File: src/rtl/axil_cmd_master.sv
// AXI4-Lite initiator: turns one register command at a time into an AXI4-Lite
// write or read, and returns the slave's response on a valid/ready channel.
module axil_cmd_master #(
  parameter int ADDR_W    = 21,
  parameter int STALL_CYC = 1024
) (
  input  logic              clk,
  input  logic              rst_n,
  input  logic              cmd_valid,
  output logic              cmd_ready,
  input  logic              cmd_write,
  input  logic [ADDR_W-1:0] cmd_addr,
  input  logic [31:0]       cmd_wdata,
  input  logic [3:0]        cmd_wstrb,
  output logic              rsp_valid,
  input  logic              rsp_ready,
  output logic              rsp_write,
  output logic [31:0]       rsp_rdata,
  output logic [1:0]        rsp_resp,
  output logic              stall,
  output logic              m_axil_awvalid,
  input  logic              m_axil_awready,
  output logic [ADDR_W-1:0] m_axil_awaddr,
  output logic [2:0]        m_axil_awprot,
  output logic              m_axil_wvalid,
  input  logic              m_axil_wready,
  output logic [31:0]       m_axil_wdata,
  output logic [3:0]        m_axil_wstrb,
  input  logic              m_axil_bvalid,
  output logic              m_axil_bready,
  input  logic [1:0]        m_axil_bresp,
  output logic              m_axil_arvalid,
  input  logic              m_axil_arready,
  output logic [ADDR_W-1:0] m_axil_araddr,
  output logic [2:0]        m_axil_arprot,
  input  logic              m_axil_rvalid,
  output logic              m_axil_rready,
  input  logic [31:0]       m_axil_rdata,
  input  logic [1:0]        m_axil_rresp
);

  // state   | meaning
  // IDLE    | cmd_ready high, waiting for a command
  // WR_REQ  | AW and W offered, each drops on its own handshake
  // WR_RESP | bready high, waiting for the write response
  // RD_REQ  | AR offered
  // RD_RESP | rready high, waiting for read data
  // RSP     | response held on rsp_* until rsp_ready
  typedef enum logic [2:0] {IDLE, WR_REQ, WR_RESP, RD_REQ, RD_RESP, RSP} state_t;

  localparam int CNT_W = $clog2(STALL_CYC + 1);

  state_t            state_q, state_d;
  logic              cmd_ready_q, cmd_ready_d;
  logic              awvalid_q, awvalid_d;
  logic              wvalid_q, wvalid_d;
  logic              bready_q, bready_d;
  logic              arvalid_q, arvalid_d;
  logic              rready_q, rready_d;
  logic              rsp_valid_q, rsp_valid_d;
  logic              rsp_write_q, rsp_write_d;
  logic [31:0]       rsp_rdata_q, rsp_rdata_d;
  logic [1:0]        rsp_resp_q, rsp_resp_d;
  logic [ADDR_W-1:0] addr_q, addr_d;
  logic [31:0]       wdata_q, wdata_d;
  logic [3:0]        wstrb_q, wstrb_d;
  logic              stall_q, stall_d;
  logic [CNT_W-1:0]  cnt_q, cnt_d;
  logic              busy_q, busy_d;

  always_comb begin
    state_d     = state_q;
    cmd_ready_d = cmd_ready_q;
    awvalid_d   = awvalid_q;
    wvalid_d    = wvalid_q;
    bready_d    = bready_q;
    arvalid_d   = arvalid_q;
    rready_d    = rready_q;
    rsp_valid_d = rsp_valid_q;
    rsp_write_d = rsp_write_q;
    rsp_rdata_d = rsp_rdata_q;
    rsp_resp_d  = rsp_resp_q;
    addr_d      = addr_q;
    wdata_d     = wdata_q;
    wstrb_d     = wstrb_q;
    cnt_d       = cnt_q;
    stall_d     = 1'b0;

    case (state_q)
      IDLE: begin
        cmd_ready_d = 1'b1;
        if (cmd_valid && cmd_ready_q) begin
          cmd_ready_d = 1'b0;
          addr_d      = cmd_addr;
          wdata_d     = cmd_wdata;
          wstrb_d     = cmd_wstrb;
          cnt_d       = CNT_W'(STALL_CYC);
          if (cmd_write) begin
            awvalid_d = 1'b1;
            wvalid_d  = 1'b1;
            state_d   = WR_REQ;
          end else begin
            arvalid_d = 1'b1;
            state_d   = RD_REQ;
          end
        end
      end
      WR_REQ: begin
        awvalid_d = awvalid_q & ~m_axil_awready;
        wvalid_d  = wvalid_q & ~m_axil_wready;
        if (!awvalid_d && !wvalid_d) begin
          bready_d = 1'b1;
          state_d  = WR_RESP;
        end
      end
      WR_RESP: begin
        if (m_axil_bvalid) begin
          bready_d    = 1'b0;
          rsp_valid_d = 1'b1;
          rsp_write_d = 1'b1;
          rsp_rdata_d = '0;
          rsp_resp_d  = m_axil_bresp;
          state_d     = RSP;
        end
      end
      RD_REQ: begin
        if (m_axil_arready) begin
          arvalid_d = 1'b0;
          rready_d  = 1'b1;
          state_d   = RD_RESP;
        end
      end
      RD_RESP: begin
        if (m_axil_rvalid) begin
          rready_d    = 1'b0;
          rsp_valid_d = 1'b1;
          rsp_write_d = 1'b0;
          rsp_rdata_d = m_axil_rdata;
          rsp_resp_d  = m_axil_rresp;
          state_d     = RSP;
        end
      end
      RSP: begin
        if (rsp_ready) begin
          rsp_valid_d = 1'b0;
          cmd_ready_d = 1'b1;
          state_d     = IDLE;
        end
      end
      default: state_d = IDLE;
    endcase

    // stall timer counts down from STALL_CYC; terminal count of zero means stalled
    busy_q = (state_q == WR_REQ) || (state_q == WR_RESP) ||
             (state_q == RD_REQ) || (state_q == RD_RESP);
    busy_d = (state_d == WR_REQ) || (state_d == WR_RESP) ||
             (state_d == RD_REQ) || (state_d == RD_RESP);
    if (busy_d) begin
      if (busy_q && cnt_q != '0) cnt_d = cnt_q - CNT_W'(1);
      stall_d = (cnt_d == '0);
    end else begin
      cnt_d = '0;
    end
  end

  always_ff @(posedge clk or negedge rst_n) begin
    if (!rst_n) begin
      state_q     <= IDLE;
      cmd_ready_q <= 1'b0;
      awvalid_q   <= 1'b0;
      wvalid_q    <= 1'b0;
      bready_q    <= 1'b0;
      arvalid_q   <= 1'b0;
      rready_q    <= 1'b0;
      rsp_valid_q <= 1'b0;
      rsp_write_q <= 1'b0;
      rsp_rdata_q <= '0;
      rsp_resp_q  <= '0;
      addr_q      <= '0;
      wdata_q     <= '0;
      wstrb_q     <= '0;
      cnt_q       <= '0;
      stall_q     <= 1'b0;
    end else begin
      state_q     <= state_d;
      cmd_ready_q <= cmd_ready_d;
      awvalid_q   <= awvalid_d;
      wvalid_q    <= wvalid_d;
      bready_q    <= bready_d;
      arvalid_q   <= arvalid_d;
      rready_q    <= rready_d;
      rsp_valid_q <= rsp_valid_d;
      rsp_write_q <= rsp_write_d;
      rsp_rdata_q <= rsp_rdata_d;
      rsp_resp_q  <= rsp_resp_d;
      addr_q      <= addr_d;
      wdata_q     <= wdata_d;
      wstrb_q     <= wstrb_d;
      cnt_q       <= cnt_d;
      stall_q     <= stall_d;
    end
  end

  assign cmd_ready      = cmd_ready_q;
  assign rsp_valid      = rsp_valid_q;
  assign rsp_write      = rsp_write_q;
  assign rsp_rdata      = rsp_rdata_q;
  assign rsp_resp       = rsp_resp_q;
  assign stall          = stall_q;
  assign m_axil_awvalid = awvalid_q;
  assign m_axil_awaddr  = addr_q;
  assign m_axil_awprot  = 3'b000;
  assign m_axil_wvalid  = wvalid_q;
  assign m_axil_wdata   = wdata_q;
  assign m_axil_wstrb   = wstrb_q;
  assign m_axil_bready  = bready_q;
  assign m_axil_arvalid = arvalid_q;
  assign m_axil_araddr  = addr_q;
  assign m_axil_arprot  = 3'b000;
  assign m_axil_rready  = rready_q;

endmodule

File: config.mk
export PLATFORM = sky130hd
export DESIGN_NAME = axil_cmd_master
export DESIGN_NICKNAME = d
export VERILOG_FILES = /design/src/rtl/axil_cmd_master.sv
export SDC_FILE = /design/constraint.sdc
export NUM_CORES = 1
export LEC_CHECK = 0
export ABC_CLOCK_PERIOD_IN_PS = 2800
export CORE_ASPECT_RATIO = 1.1
export CORE_MARGIN = 3
export CORE_UTILIZATION = 42
export DETAILED_ROUTE_END_ITERATION = 10
export PLACE_DENSITY = 0.82
export SLEW_MARGIN = 20
export SYNTH_ARGS = -nofsm -noshare
export SYNTH_HDL_FRONTEND = slang
export SYNTH_SLANG_ARGS = --single-unit
File: constraint.sdc
create_clock -name clk -period 2.8 [get_ports clk]
set_clock_uncertainty 0.2 [all_clocks]
set_input_delay 0.56 -clock clk [delete_from_list [all_inputs] [get_ports clk]]
set_output_delay 0.56 -clock clk [all_outputs]
set_load 0.05 [all_outputs]
==> summary.md <==
| Metric | Value |
|---|---|
| Most frequent cells in the layout | `nand2_1 (250), clkdlybuf4s50_1 (222), dfrtp_1 (114), o21ai_0 (40)` |
| Synthesized flop and latch total | `approximately 110` |
| DR top layer | `met4` |
| Top cell type's share of synthesized area | `a little under three fifths` |
| Area grow syn2layout | `56.31%` |
| Max rail drop VDD | `803.8 uV` |
| Power Dens Cells | `between 1000 and 1500 mW/mm2` |
| Synth Instances | `569` |
| Crit end category | `output pin` |
| Adder-cell share of the synthesized area | `less than 1%` |
| Internal reg-to-reg setup slack | `0.45 ns` |
| Gr ovfl total | `0` |
| Synth Warn # | `0` |
| Crit path to | `m_axil_awvalid` |
| Final instance area | `about 0.0079 mm2` |
| Final min period | `about 2.4 ns` |
| Routability cong. | `between 0.8 and 0.9` |
| Maxcap violations | `0` |
| CTS Hold Bufs | `1` |
| CP Data Arrival Time | `1.65 ns` |
| Crit share post-route | `86.20%` |
| Die ar. | `roughly 0.013 mm2` |
| Worst Setup Start Kind | `flop` |
| Die Y | `~120 um` |
| Fin nets | `between 800 and 900` |
| Pin count of the biggest net entering global routing | `56` |
| Final non-filler cell total | `slightly above 900` |
| DP Wirelength | `10640 um` |
| Worst EP required | `2.04 ns` |
| Fin Setup TNS | `0 ns` |
| Post-synthesis simple-gate area fraction | `about a quarter` |
| Post-route antenna net violation count | `0` |
| Synth Area in Compound Gates | `under 10%` |
| Post-CTS setup buffer count | `0` |
| Placed cells | `between 900 and 1000` |
| Status | `finished, final reports clean` |
| Slowest cell on crit path | `clkdlybuf4s50_1` |
| H-tree depth | `4` |
| Via count of the first global-routing pass | `between 4000 and 5000` |
| CTS tree | `built` |
| CP top delay family | `buffers and inverters` |
| EDFF count, synth | `0` |
| # diodes | `0` |
| Met1 WL | `~5700 um` |
| Met3 wire length | `1274 um` |
| Post-DR wirelength/cell | `between 15 and 20 um` |
| # setup viols final | `0` |
| Pre-CTS setup slack | `~0.11 ns` |
| Sequential fraction of the synthesis area | `a little under three fifths` |
| Final WS setup | `approximately 0.39 ns` |
| Mapped cell area | `around 0.005 mm2` |
| FF-to-FF End | `stall` |
| Fraction of layout cells with a size suffix above 1 | `under 10%` |
| WL met2 | `~7200 um` |
| Fraction of registers with async set/reset | `100.0%` |
| Port bufs | `223` |
| Worst-path clk slew | `roughly 0.05 ns` |
| Reg2Reg Depth | `7` |
| Drt total wl | `14320 um` |
| Lkg Pwr | `between 3 and 4 nW` |
| First-pass GRT wire length | `around 23000 um` |
| Largest family of logic cells by synthesized area | `simple AND/OR/NAND/NOR gates` |
| Clock root buffer | `clkbuf_16` |
| Mux share of post-synthesis cell area | `about 1.2%` |
| DR iter-0 viols | `between 300 and 400` |
| Initial antenna violation count | `0` |
| Syn Area/Cell | `roughly 8.9 um2` |
| Pre-Repair DR Iteration Count | `7` |
| Routed vias | `between 4000 and 5000` |
| Cells along the critical path | `clkdlybuf4s50_1` |
| Post-DP Area | `~0.0073 mm2` |
| HP Class | `reg2reg` |
| Via-to-Cell Ratio | `slightly below 5` |
| TritonCTS buffer count | `17` |
| R2R Path Start | `state_q[2]` |
| Resize count post-CTS | `0` |
| Worst-Skew Late Latency | `0.40 ns` |
| Crit. Startpoint | `m_axil_awvalid` |
| RSZ-0062 raised after global routing | `no` |
| Filler cells | `between 800 and 900` |
| Io pins | `230` |
| Leading area contributor after synthesis | `dfrtp_1` |
| Worst slew pin tran | `around 0.59 ns` |
| Post-Synth XOR/XNOR Area | `less than 1%` |
| Crit-path max FO | `4` |
| Core Area | `roughly 0.012 mm2` |
| Post-route DRC | `0` |
| Max_slew headroom | `60.61%` |
| Cell Rows | `between 40 and 50` |
| Max Clk Rate | `approximately 410 MHz` |
| Top_reg_cell synth | `dfrtp_1` |
| Gr usage total | `a little over a fifth` |
| Most common cell after layout, fill and taps aside | `nand2_1` |
| Pins Over Slew Limit | `0` |
| Critical path depth in cells | `1` |
| CP bufs+invs | `1` |
| TritonCTS Sinks | `around 110` |
| Slowest stage delay, CP | `between 0.8 and 0.9 ns` |
| Yosys cell types | `53` |
| Initial Util | `a little over two fifths` |
| Crit Path Category | `reg2out` |
| Die Span X | `110.6 um` |
| Max clock buf depth | `2` |
| Hold Vio Cnt, Final | `0` |
| Synth top area cells | `dfrtp_1 (56%), nand2_1 (19%), buf_4 (4.5%)` |
-- flip-flops by register name, indices dropped and copies added, names as in the netlist --
| name | flops |
|---|---|
| m_axil_wdata | 32 |
| rsp_rdata | 32 |
| m_axil_araddr | 21 |
| cnt_q | 11 |
| m_axil_wstrb | 4 |
| state_q | 3 |
| rsp_resp | 2 |
| cmd_ready | 1 |
| m_axil_arvalid | 1 |
| m_axil_awvalid | 1 |
| m_axil_bready | 1 |
| m_axil_rready | 1 |
| m_axil_wvalid | 1 |
| rsp_valid | 1 |
| rsp_write | 1 |
| stall | 1 |
-- power breakdown --
part	total, mW	internal (mW)	switching [mW]
registers	2.85	2.34	0.507
clock network	2.29	1.55	0.733
logic	6.55	2.14	4.41
total	11.7	6.03	5.65
-- Yosys cell counts (2+ instances only) --
library cell / count
a21oi_1: 11
a31o_2: 2
a31oi_1: 4
and2_1: 4
buf_1: 2
buf_2: 2
buf_4: 30
clkbuf_1: 24
dfrtp_1: 114
inv_1: 6
mux2i_1: 4
nand2_1: 251
nand2b_1: 5
nand3_1: 4
nand4_1: 2
nor2_1: 17
nor2b_1: 2
nor3_1: 3
nor4_1: 2
nor4_2: 2
o21a_1: 2
o21ai_0: 40
o21ai_1: 4
or3_1: 2
or4_1: 2
-- cell families (layout without fill, tap and decap cells) --
group                    Yosys count  after routing
multiplexers                       6              6
flip-flops                       114            114
other                              1              6
AND/OR/NAND/NOR                  304            304
adder cells (fa/ha/maj)            1              1
AO/OA/AOI/OAI                     76             76
XOR/XNOR                           2              2
buffers and inverters             65            275
-- stage by stage --
step                      hold slack, ns  total power, mW  utilization (%)
after floorplan                  0.06441            7.390                -
after global placement            0.2573            9.262            62.67
after detailed placement          0.2608            9.445            62.67
after CTS                         0.2744            11.77            68.18
after global routing              0.2972            12.29            68.18
final                             0.2737            11.68            68.18
-- final cells by class --
| type | count | area (um2) | area share (%) |
|---|---|---|---|
| repair buffers | 237 | 2350 | 29.72 |
| flip-flops and latches | 114 | 2853 | 36.09 |
| inverters | 6 | 22.52 | 0.2849 |
| well taps | 150 | 187.7 | 2.374 |
| clock buffers | 22 | 474.2 | 5.999 |
| clock inverters | 10 | 155.1 | 1.963 |
| multi-input cells | 395 | 1863 | 23.57 |
-- how the worst min path moves through the flow --
stage	slack (ns)	to	cells after the start	from
6_report	0.27	m_axil_wdata[11]	2	m_axil_wdata[11]
4_1_cts	0.27	m_axil_wdata[16]	2	m_axil_wdata[16]
5_1_grt	0.30	rsp_rdata[8]	2	rsp_rdata[8]
2_1_floorplan	0.06	cmd_ready	0	rst_n
3_5_place_dp	0.26	m_axil_wdata[16]	2	m_axil_wdata[16]
3_3_place_gp	0.26	m_axil_wdata[10]	2	m_axil_wdata[10]
-- worst min-delay path: stages, from the launching register on --
cell	delay (ns)
dfrtp_1	0.33
nand2_1	0.05
nand2_1	0.05
-- routing by layer --
layer,vias up,GRT usage (%)
met4,0,6.774
met3,7,7.781
met1,2210,25.44
met5,-,0
met2,214,36.34
li1,2207,-
No activity file was read; power rests on OpenSTA's default activity.
